**src/rtl/cpu_defs.sv**
```systemverilog
// Shared opcode map, instruction field layout and sequencer state encoding for the 8-bit CPU.
package cpu_defs;

  localparam logic [4:0] OP_LOAD    = 5'b00000;
  localparam logic [4:0] OP_LDI     = 5'b00001;
  localparam logic [4:0] OP_MOV     = 5'b00010;
  localparam logic [4:0] OP_STORE   = 5'b00011;
  localparam logic [4:0] OP_ALU_MIN = 5'b00100;
  localparam logic [4:0] OP_ALU_MAX = 5'b01101;
  localparam logic [4:0] OP_JMP     = 5'b01110;
  localparam logic [4:0] OP_JZ      = 5'b01111;
  localparam logic [4:0] OP_HALT    = 5'b11111;

  localparam int unsigned OPC_MSB = 15;
  localparam int unsigned OPC_LSB = 11;
  localparam int unsigned RD_MSB  = 10;
  localparam int unsigned RD_LSB  = 8;
  localparam int unsigned IMM_MSB = 7;
  localparam int unsigned IMM_LSB = 0;

  typedef enum logic [2:0] {
    StFetch,
    StDecode,
    StExec,
    StMem,
    StWb,
    StHalt
  } state_e;

  typedef struct packed {
    logic is_write;
    logic is_mem;
    logic is_alu;
    logic is_branch;
    logic is_halt;
  } op_class_t;

endpackage

```
**src/rtl/decod_instr.sv**
```systemverilog
// Combinational opcode classifier used by the sequencer for next-state selection.
module decod_instr
  import cpu_defs::*;
#(
  parameter logic [4:0] HALT_OP = OP_HALT
) (
  input  logic [4:0] opcode,
  output op_class_t  cls
);

  logic alu_range;

  always_comb begin
    alu_range     = (opcode >= OP_ALU_MIN) && (opcode <= OP_ALU_MAX);
    cls           = '0;
    cls.is_alu    = alu_range;
    cls.is_mem    = (opcode == OP_LOAD) || (opcode == OP_STORE);
    cls.is_branch = (opcode == OP_JMP) || (opcode == OP_JZ);
    cls.is_halt   = (opcode == HALT_OP);
    // LOAD counts as a write: it reaches WB after the memory phase.
    cls.is_write  = (opcode == OP_LOAD) || (opcode == OP_LDI) || (opcode == OP_MOV) || alu_range;
  end

endmodule

```
**src/rtl/unidade_controle.sv**
```systemverilog
// Multicycle control unit: fetch, decode, execute, memory and writeback sequencing.
module unidade_controle
  import cpu_defs::*;
#(
  parameter int unsigned ADDR_W  = 8,
  parameter int unsigned INSTR_W = 16,
  parameter logic [4:0]  HALT_OP = 5'b11111
) (
  input  logic               clk,
  input  logic               rst,
  output logic               imem_req,
  output logic [ADDR_W-1:0]  imem_addr,
  input  logic               imem_ack,
  input  logic [INSTR_W-1:0] imem_data,
  output logic               dmem_re,
  output logic               dmem_we,
  output logic [ADDR_W-1:0]  dmem_addr,
  input  logic               dmem_ack,
  input  logic               alu_zero,
  output logic [4:0]         opcode,
  output logic [2:0]         rd,
  output logic [7:0]         imm,
  output logic               reg_we,
  output logic               alu_en,
  output logic               halted,
  output logic [ADDR_W-1:0]  pc
);

  state_e             state;
  logic [INSTR_W-1:0] ir;
  logic [4:0]         ir_op;
  op_class_t          cls;

  // ir holds the current instruction from DECODE through WB, so classifying it
  // is valid in every state that makes a decision.
  assign ir_op     = ir[OPC_MSB:OPC_LSB];
  assign imem_addr = pc;
  assign dmem_addr = ADDR_W'(imm);

  decod_instr #(
    .HALT_OP(HALT_OP)
  ) u_decod_instr (
    .opcode(ir_op),
    .cls   (cls)
  );

  always_ff @(posedge clk or negedge rst) begin
    if (!rst) begin
      state    <= StFetch;
      pc       <= '0;
      ir       <= '0;
      opcode   <= '0;
      rd       <= '0;
      imm      <= '0;
      imem_req <= 1'b0;
      dmem_re  <= 1'b0;
      dmem_we  <= 1'b0;
      reg_we   <= 1'b0;
      alu_en   <= 1'b0;
      halted   <= 1'b0;
    end else begin
      reg_we <= 1'b0;
      alu_en <= 1'b0;
      unique case (state)
        StFetch: begin
          if (imem_req && imem_ack) begin
            ir       <= imem_data;
            pc       <= pc + ADDR_W'(1);
            imem_req <= 1'b0;
            state    <= StDecode;
          end else begin
            imem_req <= 1'b1;
          end
        end
        StDecode: begin
          opcode <= ir[OPC_MSB:OPC_LSB];
          rd     <= ir[RD_MSB:RD_LSB];
          imm    <= ir[IMM_MSB:IMM_LSB];
          if (cls.is_halt) begin
            halted <= 1'b1;
            state  <= StHalt;
          end else begin
            alu_en <= cls.is_alu;
            state  <= StExec;
          end
        end
        StExec: begin
          if (cls.is_branch && ((ir_op == OP_JMP) || alu_zero)) begin
            pc <= ADDR_W'(imm);
          end
          if (cls.is_mem) begin
            dmem_re <= cls.is_write;
            dmem_we <= !cls.is_write;
            state   <= StMem;
          end else if (cls.is_write) begin
            reg_we <= 1'b1;
            state  <= StWb;
          end else begin
            imem_req <= 1'b1;
            state    <= StFetch;
          end
        end
        StMem: begin
          if (dmem_ack) begin
            dmem_re <= 1'b0;
            dmem_we <= 1'b0;
            if (cls.is_write) begin
              reg_we <= 1'b1;
              state  <= StWb;
            end else begin
              imem_req <= 1'b1;
              state    <= StFetch;
            end
          end
        end
        StWb: begin
          imem_req <= 1'b1;
          state    <= StFetch;
        end
        StHalt: begin
          halted <= 1'b1;
        end
        default: state <= StFetch;
      endcase
    end
  end

endmodule

```
**config.mk**
```make
export PLATFORM = sky130hd
export DESIGN_NAME = unidade_controle
export DESIGN_NICKNAME = d
export VERILOG_FILES = /design/src/rtl/cpu_defs.sv /design/src/rtl/decod_instr.sv /design/src/rtl/unidade_controle.sv
export SDC_FILE = /design/constraint.sdc
export NUM_CORES = 1
export LEC_CHECK = 0
export CAP_MARGIN = 15
export CORE_UTILIZATION = 60
export DETAILED_ROUTE_END_ITERATION = 10
export DONT_BUFFER_PORTS = 1
export PLACE_DENSITY = 0.76
export REMOVE_ABC_BUFFERS = 1
export SLEW_MARGIN = 20
export SYNTH_ARGS = -nofsm -noshare
export SYNTH_HDL_FRONTEND = slang
export SYNTH_SLANG_ARGS = --single-unit
export TNS_END_PERCENT = 100
```
**constraint.sdc**
```tcl
create_clock -name clk -period 5.5 [get_ports clk]
set_input_delay 0.55 -clock clk [delete_from_list [all_inputs] [get_ports clk]]
set_output_delay 0.55 -clock clk [all_outputs]
set_load 0.05 [all_outputs]
```
==> results.md, run 1 <==
- Status: finished, final reports clean
- Placer Congestion: 0.896
- Port buffer count: 0
- Grt ovf: 0
- Ys flop type: dfrtp_1
- CTS sink cnt: 49
- Seq cells post-synth: 49
- Area growth from synthesis to layout: 0.364%
- Vias after detailed routing: 1662
- Total clock buffers created by CTS: 5
- CP max stage delay: 0.87 ns
- Crit path cell chain: nand2_1, or4_1, nand2_4, mux2_1
- Worst path slowest cell: or4_1
- CTS tree: done
- Syn_area_per_cell: 10.1 µm²
- Area after DPL: 2290 µm²
- CP delay by family, top: simple AND/OR/NAND/NOR gates
- Max clock buf depth: 2
- Crit path time final: 2.49 ns
- Die Span Y: 65.3 µm
- Final core utilization: 64.4%
- Synth unique cells: 41
- Ys Warns: 0
- Final wirelength: 4830 µm
- Fmax: 0.402 GHz
- Worst Path Required: 5.69 ns
- Clock-pin slew on the worst setup and hold paths: 0.09 ns
- GRT Util Overall: 23.8%
- Hold WC Path Type: in -> async
- Critical Path Start: imem_req
- Worst slew pin tran: 1.09 ns
- Crit Reg-Reg Startpoint: imem_req
- WS Path Type: reg -> reg
- IO Pins: 67
- Detailed Route Iter0 Violations: 134
- Post-detailed-route count of antenna-violating nets: 0
- Slew HR: 27.1%
- Fillcell total: 324
- Dominant cell type by area after synthesis: dfrtp_1
- Register Area: 1230 µm²
- Die X-Extent: 65.3 µm
- Final max-slew violation count: 0
- Setup TNS: 0 ns
- Final Hold Vio Count: 0
- First-pass GRT wire length: 7570 µm
- Synth top area cells: dfrtp_1 51%, nand2_1 8.9%, mux2_2 8.0%
- DPL Wire Length: 3160 µm
- Vias in the first global route: 1633
- Endpoints failing setup: 0
- Max-cap violations: 0
- Starting Density: 64.2%
- Mapped Area: 2400 µm²
- H-tree depth: 2
- Post-synth top area share: 51.0%
- Initial antenna violation count: 0
- Drt pass-1 iters: 4
- Layout Nets: 241
- Async SR Flop Fraction: 100%
- WP buf/inv: 0
- Share of cells above drive strength 1: 14.6%
- Period Utilization, post-route: 45.3%
- Crit-path max FO: 23
- Multi-input gate area in the final layout: 988 µm²
- Post-synth EDFFs: 0
- N_diodes: 0
- CP Data Arrival Time: 2.68 ns
- Routed WL per cell: 18.1 µm
- Seq/Total Area, Yosys: 51.0%
- DR vias/cell: 6.22
- DR DRC count: 0
- Unrepaired setup endpoints after global routing: no
- Pre-CTS WS: 3.03 ns
- Syn Inst Count: 239
- Die area: 4260 µm²
- Core area: 3740 µm²
- CP endpoint kind: flip-flop
- Startpoint Class: flip-flop
- Largest net degree at the start of global routing: 50
- Design Area, Final: 2410 µm²
- Top-count cell post-synth: nand2_1
- Row count: 22
- Clock root cell: clkbuf_8
- Worst skew pair latency: 0.30 ns
- Setup Skew: 0.00744 ns
- Commonest cells post-synth: 57 x nand2_1, 49 x dfrtp_1, 17 x mux2_2
- Fin worst setup slack: 3.01 ns
-- final timing paths --
kind                                      to  slack [ns]  cells past startpoint
worst max-delay path            imem_addr[1]        3.01                      4
worst min-delay path                  reg_we        0.09                      1
worst max register to register  imem_addr[1]        3.01                      4
worst min register to register         ir[3]        0.48                      2
max in group asynchronous          opcode[0]        5.20                      1
min in group clk                       ir[7]        0.35                      2
-- stage by stage --
| step | cells | hold slack (ns) |
|---|---|---|
| detailed placement | 259 | 0.256 |
| global placement | 259 | 0.256 |
| CTS | 267 | 0.0955 |
| finish | 267 | 0.0857 |
| floorplan | 210 | 0.254 |
| global route | 267 | 0.0869 |
-- layout by cell type (no fill, tap or decap), types with 2 or more instances in the layout --
| cell type | instances |
|---|---|
| o21ai_0 | 10 |
| or3_1 | 2 |
| mux2_2 | 17 |
| and3_1 | 3 |
| nor2b_1 | 4 |
| nand2b_1 | 4 |
| a21oi_1 | 8 |
| nand2_1 | 57 |
| o22ai_1 | 2 |
| inv_1 | 3 |
| o2bb2a_1 | 5 |
| nand3_1 | 4 |
| nor3b_1 | 2 |
| a31oi_1 | 4 |
| dfrtp_1 | 49 |
| nor2_1 | 9 |
| nor3_1 | 3 |
| clkbuf_8 | 6 |
| nand4_1 | 2 |
| o31ai_1 | 3 |
| a211oi_1 | 2 |
-- routing by layer --
layer / vias to the layer above / GRT usage, % / part of all wire, %
met3: 10 / 6.94 / 7.5
met5: - / 0 / 0
met4: 0 / 10.9 / 1.8
met1: 810 / 30.3 / 43
li1: 762 / - / -
met2: 80 / 37.5 / 47
-- sequential cells by signal, indices dropped and copies added, names as in the netlist --
register	cells
rd	3
imem_req	1
state	3
halted	1
dmem_re	1
reg_we	1
opcode	5
ir	16
imem_addr	8
alu_en	1
dmem_addr	8
dmem_we	1
-- area by class of cell --
cell class,instances,area share [%]
flip-flops and latches,49,50.9
multi-input cells,158,41.0
clock buffers,6,3.43
well taps,48,2.49
repair buffers,2,1.45
inverters,3,0.467
clock inverters,1,0.311
-- kinds of logic (layout without fill, tap and decap cells) --
family,after synthesis,count (layout),synth area share [%]
buffers and inverters,32,12,8.18
adder cells (fa/ha/maj),1,1,0.521
AO/OA/AOI/OAI,40,40,12.0
multiplexers,18,18,8.44
AND/OR/NAND/NOR,98,98,19.5
flip-flops,49,49,51.0
XOR/XNOR,1,1,0.365
-- timing repair --
action | 4_1_cts | 5_1_grt
hold buffers | 1 | 0
buffers inserted | 0 | 0
endpoints found under the hold margin | 49 | 0
gates resized for setup | 0 | 0
Power of run 1 is not shown: default switching activity piles up to over one toggle a cycle in this logic, so the estimate is an artifact.
==> inputs of run 2 (changes only) <==
==> constraint.sdc (replaced) <==
create_clock -name clk -period 2.4 [get_ports clk]
set_input_delay 0.24 -clock clk [delete_from_list [all_inputs] [get_ports clk]]
set_output_delay 0.24 -clock clk [all_outputs]
set_load 0.05 [all_outputs]
==> run 2 against run 1 <==
Against the previous run:
- die area did not move
- final area up 7.6%
- setup slack worse by 2.7 ns
- critical path depth did not move
- register-to-register slack lost 2.7 ns
- hold slack lost 0.053 ns
- clock-buffer cell count unchanged
- sequential cell count unchanged
- first-iteration DRC count down 11%
- global-route usage is 2.2 points higher
- via count increased by 5.8%
- final cell count rose by 7.9%
- critical path type unchanged
==> results.md, run 2 (synthesis gave the netlist of run 1 again) <==
- Row count: 22
- Fillcell total: 309
- WHS Endpoint: ir[6]
- Total clock buffers created by CTS: 5
- Worst Path Required: 2.59 ns
- Clock-pin slew on the worst setup and hold paths: 0.09 ns
- Detailed Route Iter0 Violations: 119
- Area growth from synthesis to layout: 7.97%
- Startpoint Class: flip-flop
- Period Utilization, post-route: 87.8%
- First-pass GRT wire length: 8250 µm
- WHS Path Cells: 2
- Clock root cell: clkbuf_8
- Core area: 3740 µm²
- Most common cell after layout, fill and taps aside: nand2_1
- Post-detailed-route count of antenna-violating nets: 0
- Setup TNS: 0 ns
- Final Hold Vio Count: 0
- CP endpoint kind: flip-flop
- CP Data Arrival Time: 2.29 ns
- Worst R2R Path Depth: 4
- Layout Nets: 261
- Worst skew pair latency: 0.30 ns
- CP max stage delay: 0.57 ns
- Fin worst setup slack: 0.292 ns
- Starting Density: 64.2%
- Multi-input gate area in the final layout: 988 µm²
- Area after DPL: 2440 µm²
- Initial antenna violation count: 0
- Design Area, Final: 2590 µm²
- Crit path time final: 2.11 ns
- Setup Skew: 0.00781 ns
- Final wirelength: 4980 µm
- Die Span Y: 65.3 µm
- Die X-Extent: 65.3 µm
- WS Path Type: reg -> reg
- Crit path cell chain: or3b_1, or4_4, nand2_4, mux2_1
- Die area: 4260 µm²
- H-tree depth: 2
- Final max-slew violation count: 0
- Hold buffers post-CTS: 2
- IO Pins: 67
- CTS tree: done
- Largest net degree at the start of global routing: 50
- Worst slew pin tran: 0.953 ns
- DR vias/cell: 6.11
- DR DRC count: 0
- Vias in the first global route: 1747
- GRT Util Overall: 26.0%
- Placer Congestion: 0.835
- Max-cap violations: 0
- Max reg flops: 16
- Fmax: 0.474 GHz
- Routed WL per cell: 17.3 µm
- Final core utilization: 69.3%
- Drt pass-1 iters: 4
- Hold WC Path Type: in -> reg
- Register name with the most flops: ir
- CTS resizes: 0
- Crit-path max FO: 9
- Pre-CTS WS: 0.314 ns
- Max clock buf depth: 2
- Unrepaired setup endpoints after global routing: no
- Post-CTS Setup Bufs: 0
- Commonest cells after routing, fill and taps aside: 57 x nand2_1, 49 x dfrtp_1, 20 x buf_4
- RR Endpoint: imem_addr[1]
- Share of cells above drive strength 1: 21.7%
- DPL Wire Length: 3400 µm
- Endpoints failing setup: 0
- Vias after detailed routing: 1759
- Grt ovf: 0
- CP delay by family, top: simple AND/OR/NAND/NOR gates
- WP buf/inv: 0
- Hold path startpoint: imem_data[6]
- R2R setup slack: 0.29 ns
- CTS sink cnt: 49
- Status: finished, final reports clean
- Worst path slowest cell: or4_4
- Crit Reg-Reg Startpoint: state[2]
- Register Area: 1230 µm²
- N_diodes: 0
- Slew HR: 36.4%
- Port buffer count: 0
[run 2: cell types whose count changed in the layout (fill, tap and decap cells not counted), sizes merged]
cell         before  now
buf               2   21
bufinv            0    1
dlygate4sd3       0    1
[run 2: per-stage QoR]
stage               std cells  hold slack (ns)
finish                    288           0.0324
floorplan                 210          -0.0556
CTS                       288           0.0308
detailed placement        278          -0.0546
global placement          278          -0.0543
global route              288           0.0285
[run 2: worst max path at each step]
stage	endpoint	depth (start not counted)	from	slack, ns
floorplan	imem_addr[1]	4	state[1]	0.19
global placement	imem_addr[1]	4	state[2]	0.37
CTS	imem_addr[1]	4	state[2]	0.30
global route	imem_addr[1]	4	state[2]	0.24
finish	imem_addr[1]	4	state[2]	0.29
detailed placement	imem_addr[1]	4	state[2]	0.31
[run 2: layer usage]
| metal | global-route usage [%] | share of wire (%) | routed length (µm) |
|---|---|---|---|
| met3 | 7.64 | 6.4 | 319 |
| met1 | 33.6 | 43 | 2120 |
| met2 | 39.9 | 48 | 2400 |
| met5 | 0 | 0 | 0 |
| met4 | 13.0 | 2.9 | 142 |
[run 2: final cells by class]
type	instances	area share [%]
clock buffer	6	3.18
tap	48	2.32
multi-input combinational	158	38.1
clock inverter	2	1.45
sequential	49	47.3
inverter	3	0.434
timing repair buffer	22	7.24
Power of run 2 is left out for the same reason.
==> inputs of run 3 (changes only) <==
--- a/config.mk
+++ b/config.mk
@@ -5,7 +5,7 @@
 export SDC_FILE = /design/constraint.sdc
 export NUM_CORES = 1
 export LEC_CHECK = 0
-export CAP_MARGIN = 15
+export CORE_MARGIN = 4
 export CORE_UTILIZATION = 60
 export DETAILED_ROUTE_END_ITERATION = 10
 export DONT_BUFFER_PORTS = 1
==> run 3 against run 2 <==
Against the previous run:
- clock skew down 0.0029 ns
- first-iteration DRC count unchanged
- highest routed layer unchanged
- critical path depth rose by 1
- sequential cell count unchanged
- clock-buffer cell count rose by 1
- critical endpoint is now imem_addr[7]
- register-to-register slack improved by 0.12 ns
- maximum frequency up 5.8%
- global-route usage is 5.2 points lower
- non-clock buffer count increased by 3
==> results.md, run 3 (synthesis gave the netlist of run 1 again) <==
- DPL Wire Length: 3510 µm
- CP Data Arrival Time: 2.23 ns
- Startpoint Class: flip-flop
- Slew HR: 38.2%
- RR Endpoint: imem_addr[7]
- Layout Nets: 264
- Setup Skew: 0.00490 ns
- Core area: 3770 µm²
- Grt ovf: 0
- Met1 GRT Util: 27.5%
- CP delay by family, top: simple AND/OR/NAND/NOR gates
- Vias in the first global route: 1790
- Area after DPL: 2460 µm²
- Hold_ws: 0.0384 ns
- Vias after detailed routing: 1764
- Max reg flops: 16
- WP buf/inv: 2
- Multi-input gate area in the final layout: 988 µm²
- N_diodes: 0
- Share of cells above drive strength 1: 22.6%
- Max-cap violations: 0
- Fmax: 0.502 GHz
- Clock-pin slew on the worst setup and hold paths: 0.09 ns
- Die X-Extent: 71.3 µm
- Max clock buf depth: 2
- Final Hold Vio Count: 0
- Area growth from synthesis to layout: 8.12%
- Register Area: 1230 µm²
- Crit path cell chain: buf_4, or4_1, buf_4, a22oi_4, a2bb2oi_2
- Fillcell total: 279
- Die area: 5080 µm²
- Final wirelength: 4960 µm
- Final max-slew violation count: 0
- Worst skew pair latency: 0.30 ns
- Period Utilization, post-route: 83.0%
- Design Area, Final: 2600 µm²
- Worst path slowest cell: or4_1
- Die Span Y: 71.3 µm
- Hold path startpoint: imem_data[7]
- Detailed Route Iter0 Violations: 119
- Pre-CTS WS: 0.429 ns
- DR DRC count: 0
- Most common cell after layout, fill and taps aside: nand2_1
- H-tree depth: 2
- Post-detailed-route count of antenna-violating nets: 0
- DR vias/cell: 6.06
- Worst R2R Path Depth: 5
- Placer Congestion: 0.911
- Status: finished, final reports clean
- WHS Path Cells: 2
- Largest net degree at the start of global routing: 50
- CP endpoint kind: flip-flop
- Fin worst setup slack: 0.407 ns
- Crit-path max FO: 14
- CTS resizes: 0
- Drt pass-1 iters: 4
- Row count: 22
- Routed WL per cell: 17.0 µm
- Port buffer count: 0
- M3 GR Usage: 6.87%
- WHS Endpoint: ir[7]
- CP max stage delay: 0.74 ns
- Unrepaired setup endpoints after global routing: no
- IO Pins: 67
- Starting Density: 63.7%
- WS Path Type: reg -> reg
- M2 GR Usage: 32.2%
- Commonest cells after routing, fill and taps aside: 57 x nand2_1, 49 x dfrtp_1, 23 x buf_4
- CTS tree: done
- Worst Path Required: 2.64 ns
- GRT Util Overall: 20.9%
- R2R setup slack: 0.41 ns
- Crit Reg-Reg Startpoint: state[0]
- First-pass GRT wire length: 8410 µm
- Initial antenna violation count: 0
- GR peak layer: met2
- Worst slew pin tran: 0.928 ns
- Total clock buffers created by CTS: 5
- Crit path time final: 1.99 ns
- Register name with the most flops: ir
- Setup TNS: 0 ns
- Crit path top cell by count: buf_4
- Endpoints failing setup: 0
- Clock root cell: clkbuf_8
- CTS sink cnt: 49
- Hold WC Path Type: in -> reg
run 3: repair_timing:
| action | CTS | global route |
|---|---|---|
| setup buffers | 0 | 0 |
| endpoints found under the setup margin | 0 | 0 |
| endpoints found under the hold margin | 49 | 0 |
| hold buffers | 2 | 0 |
run 3: how the worst max path moves through the flow:
stage	startpoint	endpoint	slack [ns]	cells past startpoint
6_report	state[0]	imem_addr[7]	0.41	5
4_1_cts	state[0]	imem_addr[7]	0.40	5
5_1_grt	state[0]	imem_addr[7]	0.30	5
3_3_place_gp	state[2]	imem_addr[7]	0.47	5
3_5_place_dp	state[0]	imem_addr[7]	0.43	5
2_1_floorplan	state[1]	imem_addr[1]	0.19	4
run 3: layout make-up:
| class | instances | area share, % |
|---|---|---|
| Clock buffer | 7 | 3.71 |
| Clock inverter | 1 | 0.193 |
| Inverter | 3 | 0.434 |
| Timing Repair Buffer | 25 | 8.09 |
| Sequential cell | 49 | 47.2 |
| Multi-Input combinational cell | 158 | 38.1 |
| Tap cell | 48 | 2.31 |
run 3: stage by stage:
step	utilization [%]	instances
after floorplan	-	210
after global placement	65.2	281
after detailed placement	65.2	281
after CTS	68.9	291
after global routing	68.9	291
final	68.9	291
run 3: per-layer routing:
layer / vias up / share of wire [%] / routed length [µm]
li1: 811 / - / -
met1: 867 / 41 / 2050
met2: 79 / 49 / 2430
met3: 7 / 8.4 / 419
met4: 0 / 1.1 / 57
met5: - / 0 / 0
run 3: worst reg2reg max path: cells and delay by family (launching register included):
kind            cells  cell delay (ns)
simple gates        1             0.74
flops               1             0.39
compound gates      2             0.31
buf+inv             2             0.48
Power of run 3 is left out for the same reason.
